===== config.mk =====
export PLATFORM = sky130hd
export DESIGN_NAME = dp_frame_sched
export DESIGN_NICKNAME = d
export VERILOG_FILES = /design/src/rtl/dp_frame_sched_pkg.sv /design/src/rtl/dp_line_timer.sv /design/src/rtl/dp_frame_sched.sv
export SDC_FILE = /design/constraint.sdc
export NUM_CORES = 1
export LEC_CHECK = 0
export CELL_PAD_IN_SITES_DETAIL_PLACEMENT = 0
export CELL_PAD_IN_SITES_GLOBAL_PLACEMENT = 2
export CORE_MARGIN = 3
export CORE_UTILIZATION = 35
export DETAILED_ROUTE_END_ITERATION = 16
export PLACE_DENSITY_LB_ADDON = 0.08
export SYNTH_ARGS = -nofsm -noshare
export SYNTH_HDL_FRONTEND = slang
export SYNTH_SLANG_ARGS = --single-unit

===== constraint.sdc =====
create_clock -name dpclk -period 5 [get_ports dpclk]
set_clock_uncertainty 0.1 [all_clocks]
set_input_delay 1.5 -clock dpclk [delete_from_list [all_inputs] [get_ports dpclk]]
set_output_delay 1.5 -clock dpclk [all_outputs]
set_load 0.01 [all_outputs]

===== src/rtl/dp_frame_sched_pkg.sv =====
// Shared types and helpers for the DP frame/line scheduler.
package dp_frame_sched_pkg;

    typedef enum logic [1:0] {
        SCH_IDLE = 2'd0,
        SCH_RUN  = 2'd1,
        SCH_STOP = 2'd2
    } sch_state_t;

    localparam int unsigned DEF_MINLINE = 16;

    // Line that carries the DMA kick: vdata - lead, folded back into the frame on borrow.
    function automatic logic [15:0] dma_line(input logic [15:0] vdata,
                                             input logic [3:0]  lead,
                                             input logic [15:0] vtot);
        logic [16:0] diff;
        diff = {1'b0, vdata} - {13'd0, lead};
        if (diff[16]) dma_line = diff[15:0] + vtot;
        else          dma_line = diff[15:0];
    endfunction

endpackage


===== src/rtl/dp_line_timer.sv =====
// Line period timer: 16-bit down-counter plus 8-bit fractional accumulator.
module dp_line_timer
    import dp_frame_sched_pkg::*;
#(
    parameter int unsigned MINLINE = DEF_MINLINE
) (
    input  logic        dpclk,
    input  logic        reset,
    input  logic        run,
    input  logic [23:0] linediv,
    output logic        lineevt
);

    logic [15:0] hcnt_q, hcnt_d;
    logic [7:0]  frac_q, frac_d;
    logic [15:0] ipart;
    logic [8:0]  fsum;
    logic [16:0] period;

    always_comb begin
        ipart   = (linediv[23:8] < 16'(MINLINE)) ? 16'(MINLINE) : linediv[23:8];
        fsum    = {1'b0, frac_q} + {1'b0, linediv[7:0]};
        // The fractional carry stretches this line by one cycle so the average stays exact.
        period  = {1'b0, ipart} + {16'd0, fsum[8]};
        lineevt = run && (hcnt_q == '0);
        hcnt_d  = hcnt_q;
        frac_d  = frac_q;
        if (!run) begin
            hcnt_d = '0;
            frac_d = '0;
        end else if (lineevt) begin
            hcnt_d = 16'(period - 17'd1);
            frac_d = fsum[7:0];
        end else begin
            hcnt_d = hcnt_q - 16'd1;
        end
    end

    always_ff @(posedge dpclk) begin
        if (reset) begin
            hcnt_q <= '0;
            frac_q <= '0;
        end else begin
            hcnt_q <= hcnt_d;
            frac_q <= frac_d;
        end
    end

endmodule


===== src/rtl/dp_frame_sched.sv =====
// DP main-link frame/line scheduler: line/frame pulses, DMA kick, underrun recovery.
// Optional DP_SCHED_STATS_EN adds frames/urcount statistics outputs.
module dp_frame_sched
    import dp_frame_sched_pkg::*;
#(
    parameter int unsigned MINLINE      = DEF_MINLINE,
    parameter int unsigned UNDERRUN_CYC = 4,
    parameter int unsigned FIFORST_CYC  = 16
) (
    input  logic        dpclk,
    input  logic        reset,
    input  logic        enable,
    input  logic [23:0] linediv,
    input  logic [15:0] vtot,
    input  logic [15:0] vdata,
    input  logic [15:0] vact,
    input  logic [3:0]  dmalead,
    input  logic        fifoempty,
    input  logic        clr_status,
    output logic        dphstart,
    output logic        dpvstart,
    output logic        dmastart,
    output logic        fiforeset,
    output logic [15:0] line,
    output logic        active,
    output logic        underrun
`ifdef DP_SCHED_STATS_EN
    ,
    output logic [15:0] frames,
    output logic [7:0]  urcount
`endif
);

    localparam int unsigned URW = $clog2(UNDERRUN_CYC + 1);
    localparam int unsigned FRW = $clog2(FIFORST_CYC + 1);

    sch_state_t state_q, state_d;
    logic [23:0] ldiv_q, ldiv_d;
    logic [15:0] vtot_q, vtot_d, vdata_q, vdata_d, vact_q, vact_d;
    logic [3:0]  lead_q, lead_d;
    logic [15:0] vcnt_q, vcnt_d, line_q, line_d;
    logic        active_q, active_d, dphstart_q, dphstart_d;
    logic        dpvstart_q, dpvstart_d, dmastart_q, dmastart_d;
    logic [FRW-1:0] frst_q, frst_d;
    logic [URW-1:0] ecnt_q, ecnt_d;
    logic        underrun_q, underrun_d, armed_q, armed_d, pend_q, pend_d;
    logic        lineevt, load, urset, rec;
    logic [15:0] dma_ln, rec_line;
    logic        in_act;

    dp_line_timer #(
        .MINLINE(MINLINE)
    ) u_line_timer (
        .dpclk  (dpclk),
        .reset  (reset),
        .run    (state_q != SCH_IDLE),
        .linediv(ldiv_q),
        .lineevt(lineevt)
    );

    // vcnt_q holds the index of the line that the next line event starts.
    assign dma_ln   = dma_line(vdata_q, lead_q, vtot_q);
    assign rec_line = vdata_q + vact_q;
    assign in_act   = (vcnt_q >= vdata_q) && ({1'b0, vcnt_q} < ({1'b0, vdata_q} + {1'b0, vact_q}));

    always_comb begin
        state_d    = state_q;
        ldiv_d     = ldiv_q;
        vtot_d     = vtot_q;
        vdata_d    = vdata_q;
        vact_d     = vact_q;
        lead_d     = lead_q;
        vcnt_d     = vcnt_q;
        line_d     = line_q;
        active_d   = active_q;
        dphstart_d = 1'b0;
        dpvstart_d = 1'b0;
        dmastart_d = 1'b0;
        frst_d     = frst_q;
        ecnt_d     = ecnt_q;
        underrun_d = underrun_q;
        armed_d    = armed_q;
        pend_d     = pend_q;
        load       = 1'b0;
        urset      = 1'b0;
        rec        = 1'b0;

        case (state_q)
            SCH_IDLE: if (enable) begin
                state_d = SCH_RUN;
                load    = 1'b1;
                vcnt_d  = '0;
            end
            SCH_RUN:  if (!enable) state_d = SCH_STOP;
            SCH_STOP: begin
                if (enable)                         state_d = SCH_RUN;
                else if (lineevt && vcnt_q == '0)   state_d = SCH_IDLE;
            end
            default:  state_d = SCH_IDLE;
        endcase

        if (frst_q != '0) frst_d = frst_q - FRW'(1);
        if (pend_q && frst_q == '0) begin
            dmastart_d = 1'b1;
            pend_d     = 1'b0;
        end

        if (lineevt && state_d != SCH_IDLE) begin
            dphstart_d = 1'b1;
            line_d     = vcnt_q;
            active_d   = in_act;
            dpvstart_d = (vcnt_q == vdata_q);
            rec        = armed_q && (vcnt_q == rec_line);
            if (rec) begin
                frst_d  = FRW'(FIFORST_CYC);
                armed_d = 1'b0;
            end
            // A kick that would land while the FIFO is being flushed waits for the flush to end.
            if (vcnt_q == dma_ln) begin
                if (frst_q != '0 || rec) pend_d = 1'b1;
                else                     dmastart_d = 1'b1;
            end
            if (vcnt_q == vtot_q - 16'd1) begin
                vcnt_d = '0;
                load   = 1'b1;
            end else begin
                vcnt_d = vcnt_q + 16'd1;
            end
        end

        if (state_d == SCH_IDLE) begin
            active_d   = 1'b0;
            pend_d     = 1'b0;
            dmastart_d = 1'b0;
        end

        if (active_q && !lineevt && fifoempty) begin
            if (ecnt_q == URW'(UNDERRUN_CYC - 1)) urset = 1'b1;
            if (ecnt_q != URW'(UNDERRUN_CYC))     ecnt_d = ecnt_q + URW'(1);
        end else begin
            ecnt_d = '0;
        end
        if (clr_status) underrun_d = 1'b0;
        if (urset) begin
            underrun_d = 1'b1;
            armed_d    = 1'b1;
        end

        if (load) begin
            ldiv_d  = linediv;
            vtot_d  = vtot;
            vdata_d = vdata;
            vact_d  = vact;
            lead_d  = dmalead;
        end
    end

    always_ff @(posedge dpclk) begin
        if (reset) begin
            state_q    <= SCH_IDLE;
            ldiv_q     <= '0;
            vtot_q     <= '0;
            vdata_q    <= '0;
            vact_q     <= '0;
            lead_q     <= '0;
            vcnt_q     <= '0;
            line_q     <= '0;
            active_q   <= 1'b0;
            dphstart_q <= 1'b0;
            dpvstart_q <= 1'b0;
            dmastart_q <= 1'b0;
            frst_q     <= '0;
            ecnt_q     <= '0;
            underrun_q <= 1'b0;
            armed_q    <= 1'b0;
            pend_q     <= 1'b0;
        end else begin
            state_q    <= state_d;
            ldiv_q     <= ldiv_d;
            vtot_q     <= vtot_d;
            vdata_q    <= vdata_d;
            vact_q     <= vact_d;
            lead_q     <= lead_d;
            vcnt_q     <= vcnt_d;
            line_q     <= line_d;
            active_q   <= active_d;
            dphstart_q <= dphstart_d;
            dpvstart_q <= dpvstart_d;
            dmastart_q <= dmastart_d;
            frst_q     <= frst_d;
            ecnt_q     <= ecnt_d;
            underrun_q <= underrun_d;
            armed_q    <= armed_d;
            pend_q     <= pend_d;
        end
    end

    assign dphstart  = dphstart_q;
    assign dpvstart  = dpvstart_q;
    assign dmastart  = dmastart_q;
    assign fiforeset = (frst_q != '0);
    assign line      = line_q;
    assign active    = active_q;
    assign underrun  = underrun_q;

`ifdef DP_SCHED_STATS_EN
    logic [15:0] frames_q, frames_d;
    logic [7:0]  urcount_q, urcount_d;

    always_comb begin
        frames_d  = frames_q;
        urcount_d = urcount_q;
        if (dpvstart_d) frames_d = frames_q + 16'd1;
        if (clr_status) urcount_d = '0;
        if (urset && urcount_d != 8'hFF) urcount_d = urcount_d + 8'd1;
    end

    always_ff @(posedge dpclk) begin
        if (reset) begin
            frames_q  <= '0;
            urcount_q <= '0;
        end else begin
            frames_q  <= frames_d;
            urcount_q <= urcount_d;
        end
    end

    assign frames  = frames_q;
    assign urcount = urcount_q;
`endif

endmodule


# After elaboration in Yosys (flattened, before gate mapping)
# Cells that the tools add are included.
[totals]
mem_bits_ro = 0
ff_bits = 149
out_inout_bits = 22
memories = 0
mem_bits_rw = 0
latch_bits = 0
[op_classes]
magnitude_cmp = 3
n_mux = 35
bitwise = 3
addsub = 12
n_reduce_logical = 29
n_eq_ne = 8
div = 0
multipliers = 0
shifts = 0
[op_table]
columns = ["cell", "count"]
rows = [
  ["16-bit two-way mux", 7],
  ["16-bit equality test", 4],
  ["16-bit by 1-bit subtractor with 16-bit output (second input constant)", 3],
  ["16-bit adder", 2],
  ["16-bit zero test", 2],
  ["1-bit two-way mux", 20],
  ["16-bit by 16-bit adder with 17-bit output", 1],
  ["16-bit by 17-bit less-than comparator with 1-bit output", 1],
  ["16-bit by 4-bit subtractor with 17-bit output", 1],
  ["16-bit by 1-bit adder with 16-bit output", 1],
  ["16-bit by 1-bit adder with 16-bit output (second input constant)", 1],
  ["16-bit >= comparator", 1],
  ["16-bit by 5-bit less-than comparator with 1-bit output (second input constant)", 1],
  ["5-bit two-way mux", 3],
  ["2-bit nonzero test", 7],
  ["8-bit by 8-bit adder with 9-bit output", 1],
  ["1-bit logical AND", 8],
  ["2-bit two-way mux", 4],
  ["2-bit OR reduction", 4],
  ["2-bit case mux with 3 select lines", 1],
  ["5-bit zero test", 1],
  ["5-bit nonzero test", 1],
  ["5-bit by 1-bit subtractor with 5-bit output (second input constant)", 1],
  ["2-bit zero test", 2],
  ["9 further kinds", 12],
]

# Longest topological paths before layout
# Gate-level depths: netlist of run 1.
[depth]
word_depth = 10
mapped_depth = 19
ltp_nobuf = 19

# By module
# Synthesis of run 1 repeated with hierarchy kept, for this count alone.
[unflattened]
cells_unflattened = 1254
hier_area_um2 = 10571.4
[by_module_without_submodules]
columns = ["module", "n_inst", "cells_per_inst", "area_per_inst_um2"]
rows = [
  ["dp_frame_sched", 1, 1029, 8638.3],
  ["dp_line_timer", 1, 225, 1933.1],
]

# Worst setup path before layout of run 1
# No wires, ideal clock.
[synth_path]
kind = "register -> register"
startpoint = "register vdata_q[0]"
endpoint = "register dmastart_q (netlist: dmastart)"
required_ns = 4.826
synth_period_minus_slack_ns = 4.013
n_path_buf = 1
arrival_time_ns = 3.840
slack_ns = 0.987
setup_time_ns = 0.074
stages_incl_launch_ff = 19
cell_sequence = "dfxtp_1 > inv_1 > ha_1 > fa_1 > nor2b_1 > o22a_1 > xnor2_1 > inv_1 > ha_1 > clkbuf_1 > nand4b_1 > and3_1 > o41a_1 > o22ai_1 > mux4_2 > a311oi_1 > nor4b_2 > a31oi_1 > nor3_2"
[synth_via]
elab_chain_len = 7
elab_cells_between_ends = 11
classes_between = "add/sub: 3; eq/ne: 2; mux: 4; reduce/logical: 2"
[synth_lines]
columns = ["element", "line", "source"]
rows = [
  ["start, declared", "dp_frame_sched.sv:39", "logic [15:0] vtot_q, vtot_d, vdata_q, vdata_d, vact_q, vact_d;"],
  ["start signal, assigned", "dp_frame_sched.sv:181", "vdata_q <= vdata_d;"],
  ["branches (longest 5 deep; another with 16-bit by 4-bit subtractor with 17-bit output)", "-", ""],
  ["1-bit two-way mux (*)", "dp_frame_sched.sv:119", "if (vcnt_q == dma_ln) begin"],
  ["1-bit two-way mux (*)", "dp_frame_sched.sv:108", "if (lineevt && state_d != SCH_IDLE) begin"],
  ["end signal, assigned", "dp_frame_sched.sv:189", "dmastart_q <= dmastart_d;"],
  ["end, declared", "dp_frame_sched.sv:43", "logic dpvstart_q, dpvstart_d, dmastart_q, dmastart_d;"],
]
# Every way passes the cells marked *.
# A chain may end at the register's enable or synchronous reset.

# Worst setup path in the final report of run 1
[layout_path]
startpoint = "register vdata_q[0]"
endpoint = "register pend_q"
[layout_via]
elab_chain_len = 7
elab_cells_between_ends = 11
classes_between = "add/sub: 3; eq/ne: 2; mux: 4; reduce/logical: 2"
[layout_lines]
columns = ["element", "line", "source"]
rows = [
  ["branches (longest 5 deep; another with 16-bit by 4-bit subtractor with 17-bit output)", "-", ""],
  ["1-bit two-way mux (*)", "dp_frame_sched.sv:119", ""],
  ["1-bit two-way mux (*)", "dp_frame_sched.sv:108", ""],
  ["end signal, assigned", "dp_frame_sched.sv:194", "pend_q <= pend_d;"],
  ["end, declared", "dp_frame_sched.sv:46", "logic underrun_q, underrun_d, armed_q, armed_d, pend_q, pend_d;"],
]
# Marks and branches as above.

==> results of run 1 <==
==> critical path, stage by stage, from the launching register on <==
cell and delay (ps):
dfxtp_1 360, inv_1 80, ha_1 230, fa_1 410, nor2b_1 260, o22a_1 200, xnor2_1 230, inv_1 110
ha_1 420, nand4b_1 150, and3_1 250, o41a_1 410, o22ai_1 160, mux4_2 320, a311oi_1 240, nor4b_2 300
o2111ai_1 170, o21ai_1 90
==> final cells by class <==
type	count	area [um^2]	area share (%)
well taps	384	480	3.92
repair buffers	121	1170	9.56
diodes	2	5.00	0.0408
clock buffers	18	429	3.50
clock inverters	14	159	1.29
inverters	65	244	1.99
flip-flops and latches	149	2980	24.3
multi-input cells	1003	6800	55.4
==> cells in the final DEF, fill, tap and decap left out, types with 5 or more instances in the layout <==
cell type / synthesis / final
o2111ai_1: 6 / 6
mux2i_1: 63 / 63
xnor2_1: 57 / 57
and3_1: 14 / 14
nand3_1: 30 / 30
nor3_1: 34 / 33
nor2_2: 11 / 11
inv_1: 65 / 65
a31oi_1: 7 / 7
clkdlybuf4s50_1: 0 / 101
or4_1: 7 / 7
nand2b_1: 12 / 12
a21o_1: 16 / 16
nor2_1: 188 / 188
o21ai_0: 44 / 44
o21a_1: 10 / 10
nand2_1: 95 / 95
nor2b_1: 11 / 11
a21oi_1: 85 / 84
inv_8: 0 / 5
or3_1: 13 / 13
nand4_1: 14 / 14
dfxtp_1: 149 / 149
or2_2: 7 / 7
a2111oi_0: 7 / 7
a21oi_2: 10 / 11
o21bai_1: 7 / 7
buf_4: 3 / 19
xor2_1: 35 / 35
a211oi_1: 21 / 21
nor4_1: 24 / 24
nand3b_1: 7 / 7
clkbuf_16: 0 / 17
ha_1: 88 / 88
==> metal layers <==
layer	track usage, %	vias to the layer above
met5	0	-
met3	3.92	30
met2	32.6	174
li1	-	4672
met1	26.3	4282
met4	4.68	0
==> power by group <==
part | internal, mW | switching [mW]
clock network | 0.711 | 0.613
registers | 1.26 | 0.0830
logic | 0.568 | 0.773
total | 2.54 | 1.47
==> state kept, by name, summed over array words and instances (netlist names), 2 cells and up <==
| signal | count |
|---|---|
| state_q | 2 |
| frst_q | 5 |
| u_line_timer.hcnt_q | 16 |
| u_line_timer.frac_q | 8 |
| vcnt_q | 16 |
| vdata_q | 16 |
| lead_q | 4 |
| vact_q | 16 |
| ecnt_q | 3 |
| ldiv_q | 24 |
| line | 16 |
| vtot_q | 16 |
==> final timing paths <==
| check | to | from |
|---|---|---|
| worst max-delay path | pend_q$_SDFF_PP0_ | vdata_q[0]$_SDFFE_PP0P_ |
| worst max register to register | pend_q$_SDFF_PP0_ | vdata_q[0]$_SDFFE_PP0P_ |
| worst min register to register | frst_q[4]$_SDFF_PP0_ | frst_q[4]$_SDFF_PP0_ |
| worst min-delay path | frst_q[4]$_SDFF_PP0_ | frst_q[4]$_SDFF_PP0_ |
==> kinds of logic (layout without fill, tap and decap cells) <==
kind of cell	Yosys count	after routing	synth area share, %
AO/OA/AOI/OAI	263	263	16.8
XOR/XNOR	92	92	7.81
adder cells (fa/ha/maj)	92	92	11.4
buffers and inverters	128	218	5.50
flip-flops	149	149	28.9
multiplexers	65	65	6.44
other	0	2	0
AND/OR/NAND/NOR	491	491	23.1
==> results.sh, run 1 <==
export IMPL_async_flop_share_pct=0
export IMPL_whs_ps=349
export IMPL_highest_layer="met4"
export IMPL_grt_max_degree=83
export IMPL_maxCapViolCount=0
export IMPL_worstSetupPathType="reg -> reg"
export IMPL_end_kind="register"
export IMPL_hold_path_class="reg -> reg"
export IMPL_final_antenna_net_count=0
export IMPL_final_hold_viol_count=0
export IMPL_wl_met3_mm=1.46
export IMPL_cts_made_buffers=17
export IMPL_pre_cts_ws_ps=460
export IMPL_cts_resized=0
export IMPL_yosysWarnings=0
export IMPL_ys_types=80
export IMPL_syn_inst=1280
export IMPL_leakage_nw=4.96
export IMPL_coreArea_um2=28900
export IMPL_drive_gt1_share_pct=7.23
export IMPL_ys_ff_latch=149
export IMPL_critPathLaunchType="register"
export IMPL_yosysMostFrequentCell="nor2_1"
export IMPL_cts_sinks=149
export IMPL_io_pins=103
export IMPL_wl_per_cell_um=17.7
export IMPL_crit_fanout=7
export IMPL_final_util_pct=42.5
export IMPL_status="complete, no violations"
export IMPL_drt_met1_wl_mm=14.8
export IMPL_synthTopCellsByArea="dfxtp_1, ha_1, nor2_1"
export IMPL_die_area_um2=31600
export IMPL_yosysSeqAreaShare_pct=28.9
export IMPL_finalWirelength_mm=31.0
export IMPL_path_clk_slew_ps=70
export IMPL_slew_headroom_pct=40.4
export IMPL_post_cts_buffers=0
export IMPL_worst_pin_slew_ps=894
export IMPL_cts_htree_levels=4
export IMPL_hold_depth=2
export IMPL_rsz0062_at_grt="no"
export IMPL_ir_drop_mv=0.225
export IMPL_drc=0
export IMPL_nets=1530
export IMPL_finalMaxSlewViolations=0
export IMPL_rows=62
export IMPL_antenna_found_initial=0
export IMPL_die_w_um=178
export IMPL_cts_buffer_depth=2
export IMPL_drtIter0Drc=419
export IMPL_placed_area_um2=11700
export IMPL_cts_root_buf="clkbuf_16"
export IMPL_fin_area_um2=12300
export IMPL_finalSetupViolCount=0
export IMPL_cts_tree="yes"
export IMPL_die_h_um=178
export IMPL_hold_buffers=0
export IMPL_numPortBuffers=102
export IMPL_fin_ws_ps=440
export IMPL_rr_worst_depth=17
export IMPL_syn_nets=1453
export IMPL_max_freq_mhz=219
export IMPL_fin_cells=1756
export IMPL_regToRegSetupSlack_ps=440
export IMPL_routabilityCongestion=0.852
export IMPL_wl_met2_mm=14.3
export IMPL_period_needed_ps=4560
export IMPL_synth_top_area_cell="dfxtp_1"
export IMPL_synth_top_cells_by_count="nor2_1, dfxtp_1, nand2_1"
export IMPL_fill_cells=3017
export IMPL_vias=9158
export IMPL_overflow=0
export IMPL_grt_pass1_wl_mm=48.7
export IMPL_dp_hpwl_mm=23.4
export IMPL_fin_setup_tns_ps=0
export IMPL_synth_edf_count=0
export IMPL_crit_required_ps=5260
export IMPL_first_pass_iters=5
export IMPL_area_growth_pct=18.9
export IMPL_placedCellCount=1722
export IMPL_start_util_pct=35.8
export IMPL_yosys_most_used_dff="dfxtp_1"
export IMPL_gr_usage_all_layers_pct=19.7
export IMPL_grt_pass1_vias=8728
export IMPL_cp_arrival_ps=4820
export IMPL_clock_latency_ps=430
export IMPL_viasPerCell=5.22
export IMPL_avgSynthCellArea_um2=8.07
export IMPL_power_density_nw_per_um2=327
export IMPL_min_period_over_period_pct=91.2
export IMPL_syn_area_um2=10300
export IMPL_netlist_area_leader_share_pct=28.9
export IMPL_power_total_mw=4.01
Note: power is estimated with default switching activity, not from simulation.
==> run 2, diff against run 1 <==
Settings changed: HOLD_SLACK_MARGIN set to 0.1.
==> results of run 2 <==
The final DEF is identical to that of run 1; final timing and power are the same.
==> run 3, diff against run 2 <==
Settings changed: CAP_MARGIN set to 20, GPL_TIMING_DRIVEN set to 0.
==> run 3 against run 2 <==
  * Global-route usage up 1.5 points
  * Count of clock-buffer cells in the layout is the same
  * Register-to-register slack lost 120 ps
  * Cell count grew 2.4%
  * Maximum frequency fell by 2.5%
  * Sequential cell count is the same
  * Combinational power increased by 4%
  * Critical path type unchanged
  * Setup slack worse by 120 ps
  * Highest routed layer unchanged
  * Clock power decreased by 5%
  * Non-clock buffer count grew 44
  * Largest power group is now combinational logic
==> results.sh, run 3 (synthesized netlist as in run 1, its figures left out) <==
export IMPL_largest_reg_flops=24
export IMPL_antenna_found_initial=0
export IMPL_fin_area_um2=12400
export IMPL_cts_tree="yes"
export IMPL_fill_cells=3016
export IMPL_cpPeakStageDelay_ps=430
export IMPL_finalWirelength_mm=33.0
export IMPL_max_flop_register="ldiv_q"
export IMPL_cts_htree_levels=4
export IMPL_clock_latency_ps=420
export IMPL_period_needed_ps=4680
export IMPL_die_area_um2=31600
export IMPL_antennaDiodeCount=0
export IMPL_path_cells="inv_1 > ha_1 > fa_1 > nor2b_2 > o22a_1 > xnor2_1 > inv_1 > ha_2 > nand4b_1 > and3_1 > o41a_1 > o22ai_1 > mux4_2 > a311oi_1 > nor4b_4 > buf_4 > a31oi_1 > nor3_2"
export IMPL_seq_power_share_pct=33.6
export IMPL_drive_gt1_share_pct=7.14
export IMPL_rsz0062_at_grt="no"
export IMPL_rows=62
export IMPL_gr_usage_all_layers_pct=21.2
export IMPL_worstReg2RegEnd="dmastart$_SDFF_PP0_"
export IMPL_cts_buffer_depth=2
export IMPL_swShare_pct=37.3
export IMPL_min_period_over_period_pct=93.6
export IMPL_drtIter0Drc=435
export IMPL_die_h_um=178
export IMPL_cts_root_buf="clkbuf_16"
export IMPL_status="complete, no violations"
export IMPL_p_sw_mw=1.49
export IMPL_fin_ws_ps=321
export IMPL_crit_reg2reg_launch="vdata_q[0]$_SDFFE_PP0P_"
export IMPL_crit_fanout=7
export IMPL_multi_input_area_um2=6810
export IMPL_coreArea_um2=28900
export IMPL_end_kind="register"
export IMPL_seq_area_um2=2980
export IMPL_drc=0
export IMPL_final_hold_viol_count=0
export IMPL_rr_worst_depth=18
export IMPL_cp_arrival_ps=4930
export IMPL_viasPerCell=5.22
export IMPL_cts_sinks=149
export IMPL_cp_startpoint="vdata_q[0]$_SDFFE_PP0P_"
export IMPL_finalSetupViolCount=0
export IMPL_io_pins=103
export IMPL_path_clk_slew_ps=70
export IMPL_fin_cells=1798
export IMPL_wl_per_cell_um=18.4
export IMPL_cpMostUsedCell="inv_1"
export IMPL_area_growth_pct=20.4
export IMPL_final_common_cell="nor2_1"
export IMPL_clkPwrFrac_pct=31.4
export IMPL_cts_made_buffers=17
export IMPL_placed_area_um2=11800
export IMPL_p_comb_share_pct=35.0
export IMPL_max_freq_mhz=214
export IMPL_numPortBuffers=102
export IMPL_grt_pass1_wl_mm=51.8
export IMPL_whs_ps=352
export IMPL_grt_pass1_vias=9112
export IMPL_crit_end="dmastart$_SDFF_PP0_"
export IMPL_leakage_nw=5.02
export IMPL_final_cell_mix="nor2_1, dfxtp_1, clkdlybuf4s50_1, nand2_1, ha_1"
export IMPL_hold_path_class="reg -> reg"
export IMPL_nets=1574
export IMPL_worst_pin_slew_ps=1040
export IMPL_cpMaxStageDelayCell="fa_1"
export IMPL_start_util_pct=35.8
export IMPL_ir_drop_mv=0.199
export IMPL_worstSetupPathType="reg -> reg"
export IMPL_grt_max_degree=17
export IMPL_maxCapViolCount=0
export IMPL_slew_headroom_pct=30.3
export IMPL_critPathLaunchType="register"
export IMPL_dp_hpwl_mm=26.0
export IMPL_overflow=0
export IMPL_internal_power_mw=2.51
export IMPL_regToRegSetupSlack_ps=320
export IMPL_finalMaxSlewViolations=0
export IMPL_first_pass_iters=5
export IMPL_placedCellCount=1766
export IMPL_fin_setup_tns_ps=0
export IMPL_pre_cts_ws_ps=-269
export IMPL_crit_required_ps=5250
export IMPL_routabilityCongestion=0.884
export IMPL_die_w_um=178
export IMPL_vias=9378
export IMPL_final_antenna_net_count=0
export IMPL_power_density_nw_per_um2=322
## run 3: changes by cell type in the layout (fill, tap and decap cells not counted), sizes merged
cell	before	now
clkdlybuf4s50	101	102
diode	2	0
buf	20	22
inv	72	73
bufinv	1	0
clkbuf	18	59
## run 3: layout make-up
class,count,share of cell area [%]
plain buffers,62,2.58
clock buffers,18,3.45
clock inverters,14,1.09
inverters,65,1.96
multi-input cells,1003,54.8
flip-flops and latches,149,24.0
well taps,384,3.87
repair buffers,103,8.28
## run 3: worst max-delay path: cells and delay by family, from the launching register on
| kind | cells | cell delay, ps |
|---|---|---|
| AOI/OAI and AO/OA | 5 | 1170 |
| adders and majority gates | 3 | 1070 |
| and+or+nand+nor | 5 | 940 |
| buffers and inverters | 3 | 380 |
| DFF | 1 | 370 |
| muxes | 1 | 330 |
| xor gates and xnor gates | 1 | 250 |
## run 3: metal layers
metal	routed length, um	global-route usage (%)
met1	15600	28.2
met2	15500	35.8
met3	1420	3.66
met4	502	4.65
met5	0	0
## run 3: timing repair
item                                    in CTS  in global routing
gates resized for setup                      2                  5
endpoints found under the setup margin       2                  2
hold buffers                                 0                  0
setup buffers                                0                  1
## run 3: worst min-delay path by stage
| stage | to | startpoint | cells after the start |
|---|---|---|---|
| final | pend_q$_SDFF_PP0_ | pend_q$_SDFF_PP0_ | 2 |
| after global routing | frst_q[4]$_SDFF_PP0_ | frst_q[4]$_SDFF_PP0_ | 2 |
| after CTS | pend_q$_SDFF_PP0_ | pend_q$_SDFF_PP0_ | 2 |
| after detailed placement | pend_q$_SDFF_PP0_ | pend_q$_SDFF_PP0_ | 2 |
| after global placement | pend_q$_SDFF_PP0_ | pend_q$_SDFF_PP0_ | 2 |
| after floorplan | pend_q$_SDFF_PP0_ | pend_q$_SDFF_PP0_ | 2 |
## run 3: power by group through the flow
| stage | Clock (mW) | Combinational [mW] | Sequential [mW] |
|---|---|---|---|
| 3_3_place_gp | 0 | 1.39 | 1.37 |
| 4_1_cts | 1.29 | 1.40 | 1.35 |
| 6_report | 1.26 | 1.40 | 1.35 |
| 3_5_place_dp | 0 | 1.39 | 1.37 |
| 2_1_floorplan | 0 | 1.01 | 1.35 |
| 5_1_grt | 1.35 | 1.58 | 1.36 |
## run 3: stage by stage
step / power, mW / utilization (%)
6_report: 4.01 / 43.1
3_3_place_gp: 2.76 / 41.0
5_1_grt: 4.28 / 43.1
2_1_floorplan: 2.35 / -
3_5_place_dp: 2.76 / 41.0
4_1_cts: 4.04 / 43.0
